## src/rtl/microseq_ctrl.sv

```systemverilog
`default_nettype none
// ============================================================================
// Module      : microseq_ctrl
// Description : Next-address control for a cascade of 4-bit microprogram
//               sequencer slices (AW/4 slices). Holds the microinstruction
//               pipeline register, decodes the next-address opcode plus a
//               selected condition into the slice control lines, supplies
//               the slice D/R inputs, and owns a loop counter and a
//               stack-depth tracker with a sticky overflow/underflow flag.
//
// Parameters  : AW  microaddress width (multiple of 4, one slice per nibble)
//               CW  loop counter width (must not exceed AW)
//
// Ports       : clock    rising-edge clock shared with the slices
//               reset    synchronous, active-high; dominates stall
//               stall    holds pipeline, counter, depth and microaddress
//               op_in    next-address opcode from the control store
//               ba_in    branch/constant field from the control store
//               csel_in  condition select from the control store
//               cpol_in  condition polarity (1 inverts)
//               cond_in  condition inputs (bit 0 tied high externally)
//               s0, s1   slice source select: 00 PC, 01 AR, 10 stack, 11 D
//               zero     active-low force of slice output address to 0
//               cin      incrementer carry into the least-significant slice
//               re       active-low AR load
//               fe       active-low stack enable
//               pup      1 = push, 0 = pop (meaningful when fe = 0)
//               d_out    slice D inputs (pipelined ba)
//               r_out    slice R inputs (pipelined ba)
//               cnt      loop counter value
//               stk_err  sticky stack overflow/underflow flag
//
// Revision    : 1.0  initial release
// ============================================================================
module microseq_ctrl #(
  parameter int AW = 12,
  parameter int CW = 8
) (
  input  logic          clock,
  input  logic          reset,
  input  logic          stall,
  input  logic [3:0]    op_in,
  input  logic [AW-1:0] ba_in,
  input  logic [2:0]    csel_in,
  input  logic          cpol_in,
  input  logic [7:0]    cond_in,
  output logic          s0,
  output logic          s1,
  output logic          zero,
  output logic          cin,
  output logic          re,
  output logic          fe,
  output logic          pup,
  output logic [AW-1:0] d_out,
  output logic [AW-1:0] r_out,
  output logic [CW-1:0] cnt,
  output logic          stk_err
);

  // Next-address opcodes
  localparam logic [3:0] c_OP_JZ   = 4'd0;
  localparam logic [3:0] c_OP_CONT = 4'd1;
  localparam logic [3:0] c_OP_JMP  = 4'd2;
  localparam logic [3:0] c_OP_CJP  = 4'd3;
  localparam logic [3:0] c_OP_JSR  = 4'd4;
  localparam logic [3:0] c_OP_CJS  = 4'd5;
  localparam logic [3:0] c_OP_RTN  = 4'd6;
  localparam logic [3:0] c_OP_CRTN = 4'd7;
  localparam logic [3:0] c_OP_LDCT = 4'd8;
  localparam logic [3:0] c_OP_RPCT = 4'd9;
  localparam logic [3:0] c_OP_LDAR = 4'd10;
  localparam logic [3:0] c_OP_JAR  = 4'd11;
  localparam logic [3:0] c_OP_CJAR = 4'd12;
  localparam logic [3:0] c_OP_PUSH = 4'd13;
  localparam logic [3:0] c_OP_POP  = 4'd14;
  localparam logic [3:0] c_OP_WAIT = 4'd15;

  // Slice source select encodings {s1, s0}
  localparam logic [1:0] c_SRC_PC  = 2'b00;
  localparam logic [1:0] c_SRC_AR  = 2'b01;
  localparam logic [1:0] c_SRC_STK = 2'b10;
  localparam logic [1:0] c_SRC_D   = 2'b11;

  // Slice stack depth (4 entries)
  localparam logic [2:0] c_DEPTH_MAX = 3'd4;

  // Pipeline register and state
  logic [3:0]    r_op;
  logic [AW-1:0] r_ba;
  logic [2:0]    r_csel;
  logic          r_cpol;
  logic [CW-1:0] r_cnt;
  logic [2:0]    r_depth;
  logic          r_err;

  // Decode results
  logic          w_cc;
  logic [1:0]    w_src;
  logic          w_zero;
  logic          w_cin;
  logic          w_re;
  logic          w_fe;
  logic          w_pup;
  logic          w_ld_cnt;
  logic          w_dec_cnt;
  logic          w_push;
  logic          w_pop;

  assign w_cc = cond_in[r_csel] ^ r_cpol;

  always_comb begin
    w_src     = c_SRC_PC;
    w_zero    = 1'b1;
    w_cin     = 1'b1;
    w_re      = 1'b1;
    w_fe      = 1'b1;
    w_pup     = 1'b0;
    w_ld_cnt  = 1'b0;
    w_dec_cnt = 1'b0;
    if (stall) begin
      // Recirculate: PC source with no increment keeps the address steady.
      w_cin = 1'b0;
    end else begin
      case (r_op)
        c_OP_JZ:   w_zero = 1'b0;
        c_OP_CONT: ;
        c_OP_JMP:  w_src = c_SRC_D;
        c_OP_CJP:  if (w_cc) w_src = c_SRC_D;
        c_OP_JSR: begin
          w_src = c_SRC_D;
          w_fe  = 1'b0;
          w_pup = 1'b1;
        end
        c_OP_CJS: begin
          if (w_cc) begin
            w_src = c_SRC_D;
            w_fe  = 1'b0;
            w_pup = 1'b1;
          end
        end
        c_OP_RTN: begin
          w_src = c_SRC_STK;
          w_fe  = 1'b0;
        end
        c_OP_CRTN: begin
          if (w_cc) begin
            w_src = c_SRC_STK;
            w_fe  = 1'b0;
          end
        end
        c_OP_LDCT: w_ld_cnt = 1'b1;
        c_OP_RPCT: begin
          // Loop back to D until the counter is exhausted, then fall through.
          if (r_cnt != '0) begin
            w_src     = c_SRC_D;
            w_dec_cnt = 1'b1;
          end
        end
        c_OP_LDAR: w_re = 1'b0;
        c_OP_JAR:  w_src = c_SRC_AR;
        c_OP_CJAR: if (w_cc) w_src = c_SRC_AR;
        c_OP_PUSH: begin
          w_fe  = 1'b0;
          w_pup = 1'b1;
        end
        c_OP_POP:  w_fe = 1'b0;
        c_OP_WAIT: if (!w_cc) w_cin = 1'b0;
        default: ;
      endcase
    end
  end

  assign w_push = ~w_fe & w_pup;
  assign w_pop  = ~w_fe & ~w_pup;

  always_ff @(posedge clock) begin
    if (reset) begin
      r_op    <= c_OP_JZ;
      r_ba    <= '0;
      r_csel  <= 3'd0;
      r_cpol  <= 1'b0;
      r_cnt   <= '0;
      r_depth <= 3'd0;
      r_err   <= 1'b0;
    end else if (!stall) begin
      r_op   <= op_in;
      r_ba   <= ba_in;
      r_csel <= csel_in;
      r_cpol <= cpol_in;

      if (w_ld_cnt) begin
        r_cnt <= r_ba[CW-1:0];
      end else if (w_dec_cnt) begin
        r_cnt <= r_cnt - 1'b1;
      end

      // Depth saturates at both ends; hitting either end latches the error.
      if (w_push) begin
        if (r_depth == c_DEPTH_MAX) begin
          r_err <= 1'b1;
        end else begin
          r_depth <= r_depth + 3'd1;
        end
      end else if (w_pop) begin
        if (r_depth == 3'd0) begin
          r_err <= 1'b1;
        end else begin
          r_depth <= r_depth - 3'd1;
        end
      end
    end
  end

  assign s0      = w_src[0];
  assign s1      = w_src[1];
  assign zero    = w_zero;
  assign cin     = w_cin;
  assign re      = w_re;
  assign fe      = w_fe;
  assign pup     = w_pup;
  assign d_out   = r_ba;
  assign r_out   = r_ba;
  assign cnt     = r_cnt;
  assign stk_err = r_err;

endmodule
`default_nettype wire

```

## config.mk

```make
export PLATFORM = sky130hd
export DESIGN_NAME = microseq_ctrl
export DESIGN_NICKNAME = d
export VERILOG_FILES = /design/src/rtl/microseq_ctrl.sv
export SDC_FILE = /design/constraint.sdc
export NUM_CORES = 1
export LEC_CHECK = 0
export CAP_MARGIN = 20
export CELL_PAD_IN_SITES_DETAIL_PLACEMENT = 0
export CELL_PAD_IN_SITES_GLOBAL_PLACEMENT = 1
export CORE_MARGIN = 1.5
export CORE_UTILIZATION = 32
export CTS_BUF_LIST = sky130_fd_sc_hd__clkbuf_2 sky130_fd_sc_hd__clkbuf_4 sky130_fd_sc_hd__clkbuf_8
export CTS_CLUSTER_DIAMETER = 200
export CTS_CLUSTER_SIZE = 40
export DETAILED_ROUTE_END_ITERATION = 6
export GPL_ROUTABILITY_DRIVEN = 0
export PLACE_DENSITY_LB_ADDON = 0.1
export REMOVE_ABC_BUFFERS = 1
export SETUP_SLACK_MARGIN = 0.4
export SYNTH_ARGS = -nofsm -noshare
export SYNTH_HDL_FRONTEND = slang
export SYNTH_SLANG_ARGS = --single-unit
```

## constraint.sdc

```tcl
create_clock -name clock -period 2.9 [get_ports clock]
set_input_delay 0.29 -clock clock [delete_from_list [all_inputs] [get_ports clock]]
set_output_delay 0.29 -clock clock [all_outputs]
set_load 0.02 [all_outputs]
```

## Word-level counts from Yosys, hierarchy flattened

Index checks and enable logic that the tools add are counted.

- Flip-flop bits (word level): 32
- Output and inout bits: 40
- ROM bits: 0
- Logic and storage cells: 84
- RAM bits: 0
- Bits in latches: 0
- Memories kept: 0

- Order comparisons: 1
- Mux-type cells: 35
- Reductions and logical operators: 14
- Bitwise operators: 6
- $mul: 0
- Eq/ne operators: 18
- Divide/modulo/power cells: 0
- Shift-type cells: 0
- $add $sub $neg: 3

Operators by type and width:

| operator | number |
|---|---|
| $eq 4x4->1 const B | 8 |
| $mux 1 | 21 |
| $eq 4x3->1 const B | 4 |
| $mux 8 | 2 |
| $pmux 2 s7 | 1 |
| $mux 3 | 4 |
| $eq 4x2->1 const B | 2 |
| $mux 2 | 4 |
| $reduce_and 4->1 | 2 |
| $reduce_bool 8->1 | 1 |
| $reduce_or 2->1 | 4 |
| $sub 8x1->8 const B | 1 |
| $reduce_bool 2->1 | 3 |
| $logic_not 4->1 | 1 |
| $lt 3x4->1 const B | 1 |
| $ne 2x2->1 const B | 2 |
| $pmux 1 s2 | 2 |
| $reduce_or 4->1 | 1 |
| $add 3x1->3 const B | 1 |
| $bmux 1 s3 | 1 |
| $eq 3x3->1 const B | 1 |
| $logic_not 3->1 | 1 |
| $not 1->1 | 3 |
| $sub 3x1->3 const B | 1 |
| other kinds (4) | 5 |

## Longest topological paths before layout

Gate-level depths: netlist of the first run.

- Depth after elaboration: 10
- Gate-level depth with buffers: 11
- Depth with buffers taken out: 10

## Worst setup path before layout of the first run

OpenSTA, ideal clock, no wires.

- Kind: flip-flop to flip-flop
- Start: register r_csel[0]
- End: register r_depth[2]
- Setup slack: 0.157 ns
- Stages on the path, launching flop included: 10
- Clock period less this slack: 2.743 ns
- Arrival time: 2.611 ns
- Library setup time: 0.133 ns
- Cell sequence: dfxtp_1 -> mux4_1 -> mux2_4 -> mux2_4 -> and3_2 -> inv_1 -> fa_1 -> mux2_2 -> a31oi_1 -> a311oi_2

- Cells in the longest elaborated chain, start to end: 10
- Elaborated cells on any way between the ends: 18
- Classes of those cells: 2 x eq/ne; 9 x mux; 5 x bitwise; 2 x reduce/logical

RTL lines:

| item | line | RTL |
|---|---|---|
| start: declaration | 90 | `logic [2:0] r_csel;` |
| start signal: assignment | 188 | `r_csel <= csel_in;` |
| $bmux 1 s3 * | 109 | `assign w_cc = cond_in[r_csel] ^ r_cpol;` |
| $mux 1 (not written as such) * | 109 |  |
| $xor 1x1->1 * | 109 |  |
| $mux 1 * | 135 | `if (w_cc) begin` |
| $pmux 1 s2 * | 124 | `case (r_op)` |
| $mux 1 * | 120 | `if (stall) begin` |
| net pup | 53 | `output logic pup,` |
| $not 1->1 | 174 | `assign w_pop = ~w_fe & ~w_pup;` |
| $and 1x1->1 | 174 |  |
| $reduce_bool 2->1 (no source line) | - |  |
| $reduce_and 4->1 (no source line) | - |  |
| end signal: assignment | 202 | `r_depth <= r_depth + 3'd1;` |
| end signal: assignment | 208 | `r_depth <= r_depth - 3'd1;` |
| end: declaration | 93 | `logic [2:0] r_depth;` |

Mark *: on every way through the listed nets, which the timed path passes. The rest lies on a longest branch. The select of a mux whose other input is x is not followed.
A chain may end at the register's enable or synchronous reset.

## Final worst setup path of the first run

- Start: input port cond_in[4]
- End: output port fe

- Cells in the longest elaborated chain, start to end: 6

RTL lines:

| item | line | RTL |
|---|---|---|
| start: declaration | 46 | `input logic [7:0] cond_in,` |
| $bmux 1 s3 | 109 |  |
| $mux 1 (not written as such) | 109 |  |
| $xor 1x1->1 | 109 |  |
| $mux 1 | 135, 146 |  |
| $pmux 1 s2 | 124 |  |
| $mux 1 | 120 |  |
| end: declaration | 52 | `output logic fe,` |

No other way between the ends. The select of a mux whose other input is x is not followed.

==> qor.yml, run 1 <==
status:
  status: "finished clean"
synthesis:
  yosysSeqAreaShare_pct: 35.88
  synth_edf_count: 0
  synth_commonest_cells: "33 x nor2_1, 32 x dfxtp_1, 20 x mux2i_1"
  yosysTopAreaCellShare_pct: 35.88
  netlist_area_um2: 1785
  avgSynthCellArea_um2: 8.883
  ys_seq_elements: 32
  yosys-top-cells-area: "dfxtp_1 36%, mux2i_1 11%, nor2_1 6.9%"
  synthFlopType: "dfxtp_1"
  yosysTopAreaCell: "dfxtp_1"
  syn_inst: 201
  synth_cell_types: 48
  synth.most_common_cell: "nor2_1"
  async_flop_share_pct: 0
  yosysWarnings: 0
layout:
  nets: 302
  instances_no_fill: 341
  drive_gt1_share_pct: 17.84
  diodes: 0
  area_delta_synth_final_pct: 49.90
worst_hold_path:
  min_to: "stk_err$_SDFFE_PP0P_"
  worstHoldStart: "stk_err$_SDFFE_PP0P_"
  hold_path_class: "reg2reg"
  min_path_cells: 1
global_route:
  antenna_found_initial: 0
  grt.overflow.total: 0
  grt_usage_pct: 15.34
  grt_start_max_net_pins: 27
  grt_pass1_vias: 1560
  grt_pass1_wl_um: 7417
timing:
  fin_crit_ps: 2563
  rsz0062_at_grt: "true"
  max_slew.worst_pin.slew_ps: 516.8
  finalSetupViolCount: 0
  period_share_pct: 88.37
  max-slew-margin-rel_pct: 65.42
  setup_ws_ps: 337.2
  fmax_mhz: 390.2
  hold_viol: 0
  drv_slew: 0
  clock_skew_ps: 5.294
floorplan:
  initial_utilization_pct: 32.83
  core_area_um2: 5439
  pin_count: 71
  rows: 27
  chipHeight_um: 77.70
  die_x_um: 77.70
  dieArea_um2: 6037
clock_network:
  numCtsBuffers: 5
  clock_sinks: 32
  cts_root_buf: "clkbuf_8"
  clock_path_buffers: 2
  holdBufCountCts: 0
  cts.clk_slew.worst_paths_ps: 70
  ctsHtreeMaxLevel: 2
  cts_tree: "built"
  clk_latency_ps: 280
routing:
  finalWirelength_um: 4251
  drc_errors: 0
  drtPass1Iterations: 4
  drtIter0Drc: 50
  wire_per_inst_um: 12.47
  final_antenna_net_count: 0
  vias_per_cell: 4.757
  vias: 1622
setup_path:
  startpoint_type: "input pin"
  r2r_slack_ps: 370
  r2r_start: "r_csel[0]$_SDFFE_PP0N_"
  worstPathMaxFanout: 2
  rr_worst_depth: 9
  endpoint_kind: "primary output"
  required_ps: 2610
  worst-setup-path-type: "in2out"
  r2r_end: "r_depth[2]$_SDFFE_PP0P_"
  worst-endpoint-arrival_ps: 2270
placed_design:
  post-place-cells: 331
  dpl_worst_slack_ps: -122.8
  io_buffers: 70
  dp_hpwl_um: 3123
power:
  ir_drop_mv: 0.2544
  power.leakage_nw: 1.049
  p_per_area_nw_per_um2: 405.1
run:
  max_cap_violations: 0
## registers in the layout, summed over array words and instances, names as in the netlist
signal	count
r_op	4
stk_err	1
cnt	8
d_out	12
r_cpol	1
r_depth	3
r_csel	3
## power breakdown
part / total [mW] / leakage (nW) / switching [mW] / internal (mW)
Sequential: 0.484 / 0.263 / 0.0250 / 0.459
Combinational: 0.246 / 0.736 / 0.110 / 0.137
Clock: 0.354 / 0.0510 / 0.165 / 0.189
## layer usage
layer	GRT usage, %	part of all wire (%)	vias up
met5	0	0	-
met4	5.455	1.5	0
met3	4.235	6.5	7
met2	23.74	44	53
met1	20.30	48	726
li1	-	-	836
## logic make-up after synthesis
logic type | synth area share (%)
fa+ha+maj | 2.523
flops | 35.88
mux | 16.47
compound gates | 13.94
simple gates | 20.04
xor+xnor | 1.963
buf+inv | 9.180
## worst max-delay path: stages
cell and delay [ps]:
clkdlybuf4s50_1 410, mux4_2 450, mux2_4 300, mux2_4 320, buf_4 140, buf_6 100
and2_4 130, inv_2 40, buf_6 100
## layout by cell type (no fill, tap or decap), types with 4 or more instances in the layout
cell type        netlist  routed
mux2i_1               20      20
a21oi_1                9       8
clkbuf_8               0       6
inv_1                  8       6
nand2_1                7       7
buf_4                 12      12
nor3_1                 4       4
dfxtp_1               32      31
o21ai_0                5       5
nor2_1                33      32
clkdlybuf4s50_1        0      63
## per-stage QoR
stage                     cell area [µm²]  util [%]  hold WS, ps  total power, mW  TNS [ps]
after floorplan                      1652         -        356.2           0.6012         0
after global placement               2525     46.42        468.7           0.7343    -141.4
after detailed placement             2525     46.42        475.6           0.7351    -242.6
after CTS                            2645     48.63        492.0            1.102         0
after global routing                 2676     49.21        520.8            1.147         0
final                                2676     49.21        487.9            1.084         0
## repair_timing
item                       CTS  global route
gates resized for setup     26            11
setup endpoints to repair    7             6
setup buffers                1             1
pin swaps                    4             1
## how the worst max path moves through the flow
stage,startpoint,endpoint
after floorplan,r_csel[0]$_SDFFE_PP0N_,r_depth[2]$_SDFFE_PP0P_
after global placement,cond_in[1],r_depth[2]$_SDFFE_PP0P_
after detailed placement,cond_in[5],r_depth[2]$_SDFFE_PP0P_
after CTS,r_csel[0]$_SDFFE_PP0N_,s0
after global routing,r_csel[0]$_SDFFE_PP0N_,r_depth[2]$_SDFFE_PP0P_
final,cond_in[4],fe
## area by class of cell
type / count / area [µm²]
inverters: 8 / 30.03
clock inverters: 2 / 10.01
flip-flops and latches: 32 / 644.4
multi-input cells: 138 / 1018
repair buffers: 83 / 800.8
fillers: 544 / 2763
well taps: 72 / 90.09
clock buffers: 6 / 82.58
Power figures use the tool's default switching activity.
==> run 2, diff against run 1 <==
- RECOVER_POWER: default -> 25
==> qor.yml, run 2 (synthesized netlist as in run 1, its figures left out) <==
floorplan:
  chipHeight_um: 77.70  # unchanged
  die_x_um: 77.70  # unchanged
  core_area_um2: 5439  # unchanged
  initial_utilization_pct: 32.83  # unchanged
  dieArea_um2: 6037  # unchanged
  pin_count: 71  # unchanged
  rows: 27  # unchanged
routing:
  finalWirelength_um: 4247  # about the same
  drtIter0Drc: 50  # unchanged
  final_antenna_net_count: 0  # unchanged
  vias: 1625  # +0.18%
  drtPass1Iterations: 4  # unchanged
  wire_per_inst_um: 12.45  # about the same
  drc_errors: 0  # unchanged
  vias_per_cell: 4.765  # +0.18%
power:
  ir_drop_mv: 0.2545  # about the same
  power.leakage_nw: 1.046  # -0.32%
  p_per_area_nw_per_um2: 405.4  # about the same
layout:
  diodes: 0  # unchanged
  drive_gt1_share_pct: 17.47  # -0.37 points
  area_delta_synth_final_pct: 49.68
  mostFrequentLayoutCells: "62 x clkdlybuf4s50_1, 32 x nor2_1, 31 x dfxtp_1, 20 x mux2i_1, 11 x buf_4"
  final_common_cell: "clkdlybuf4s50_1"
  nets: 302  # unchanged
  largest_reg_flops: 12  # unchanged
  instances_no_fill: 341  # unchanged
timing:
  clock_skew_ps: 5.284  # -0.01052 ps
  drv_slew: 0  # unchanged
  max_slew.worst_pin.slew_ps: 1142  # +625.3 ps
  max-slew-margin-rel_pct: 23.86  # -42 points
  rsz0062_at_grt: "true"
  fmax_mhz: 390.2  # unchanged
  period_share_pct: 88.37  # unchanged
  fin_crit_ps: 2563  # unchanged
  finalSetupViolCount: 0  # unchanged
  hold_viol: 0  # unchanged
  holdWs_ps: 487.9  # -0.03100 ps
setup_path:
  crit_buf_inv: 5  # unchanged
  worst-endpoint-arrival_ps: 2270  # about the same
  startpoint: "cond_in[4]"
  path_cells: "clkdlybuf4s50_1, mux4_2, mux2_4, mux2_4, buf_4, buf_6, and2_4, inv_2, buf_6"
  r2r_start: "r_csel[0]$_SDFFE_PP0N_"
  max_stage_delay_ps: 450  # about the same
  required_ps: 2610  # about the same
  endpoint_kind: "primary output"
  worstPathMaxFanout: 2  # unchanged
  startpoint_type: "input pin"
  worst-setup-path-type: "in2out"
  crit_slowest_cell: "mux4_2"
  crit_family: "multiplexers"
clock_network:
  numCtsBuffers: 5  # unchanged
  clock_path_buffers: 2  # unchanged
  clock_sinks: 32  # unchanged
  cts.clk_slew.worst_paths_ps: 70  # about the same
  clk_latency_ps: 280  # about the same
  ctsHtreeMaxLevel: 2  # unchanged
  cts_tree: "built"
  cts_root_buf: "clkbuf_8"
  holdBufCountCts: 0  # unchanged
run:
  max_cap_violations: 0  # unchanged
worst_hold_path:
  hold_path_class: "reg2reg"
  worstHoldStart: "stk_err$_SDFFE_PP0P_"
global_route:
  grt_start_max_net_pins: 27  # unchanged
  grt_pass1_wl_um: 7417  # unchanged
  antenna_found_initial: 0  # unchanged
  grt_usage_pct: 15.34  # unchanged
  grt_pass1_vias: 1560  # unchanged
  grt.overflow.total: 0  # unchanged
placed_design:
  post-place-cells: 331  # unchanged
  io_buffers: 70  # unchanged
  dp_hpwl_um: 3123  # unchanged
status:
  status: "finished clean"
==> run 2: cell types whose count changed in the layout (fill, tap and decap cells not counted) <==
cell and delta:
clkdlybuf4s50_1 -1, buf_4 -1, dlygate4sd3_1 +1, clkbuf_1 +1
==> run 2: metal layers <==
layer | vias up | part of all wire [%] | global-route usage, %
met5 | - | 0 | 0
li1 | 837 | - | -
met1 | 728 | 48 | 20.30
met2 | 53 | 44 | 23.74
met3 | 7 | 6.5 | 4.235
met4 | 0 | 1.5 | 5.455
==> run 2: path summary, 6_finish.rpt <==
kind / to / slack (ps) / cells after the start
hold / removal: stk_err$_SDFFE_PP0P_ / 490 / 1
setup / recovery: fe / 340 / 9
setup reg to reg: r_depth[2]$_SDFFE_PP0P_ / 370 / 9
hold reg to reg: stk_err$_SDFFE_PP0P_ / 490 / 1
==> run 2: what timing repair did <==
action                                  4_1_cts  5_1_grt
resized for setup                            26       11
pin swaps                                     4        1
buffers inserted                              1        1
endpoints found under the setup margin        7        6
==> run 2: where the power goes <==
| group | internal (mW) | total [mW] | leakage [nW] | switching (mW) |
|---|---|---|---|---|
| Clock | 0.189 | 0.354 | 0.0510 | 0.165 |
| Sequential | 0.459 | 0.484 | 0.263 | 0.0250 |
| Combinational | 0.136 | 0.245 | 0.732 | 0.110 |
==> run 2: cell type report <==
type                            count  area, µm²
Fill cell                         543       2766
Multi-Input combinational cell    138       1018
Timing Repair Buffer               83      797.0
Sequential cell                    32      644.4
Tap cell                           72      90.09
Clock buffer                        6      82.58
Inverter                            8      30.03
Clock inverter                      2      10.01
==> run 2: through the flow <==
step	total power, mW	setup WS (ps)	TNS, ps	util, %	instance area, µm²
floorplan	0.6012	156.5	0	-	1652
CTS	1.102	244.5	0	48.63	2645
global placement	0.7343	-71.20	-141.4	46.42	2525
detailed placement	0.7351	-122.8	-242.6	46.42	2525
finish	1.083	337.2	0	49.14	2673
global route	1.146	239.2	0	49.14	2673
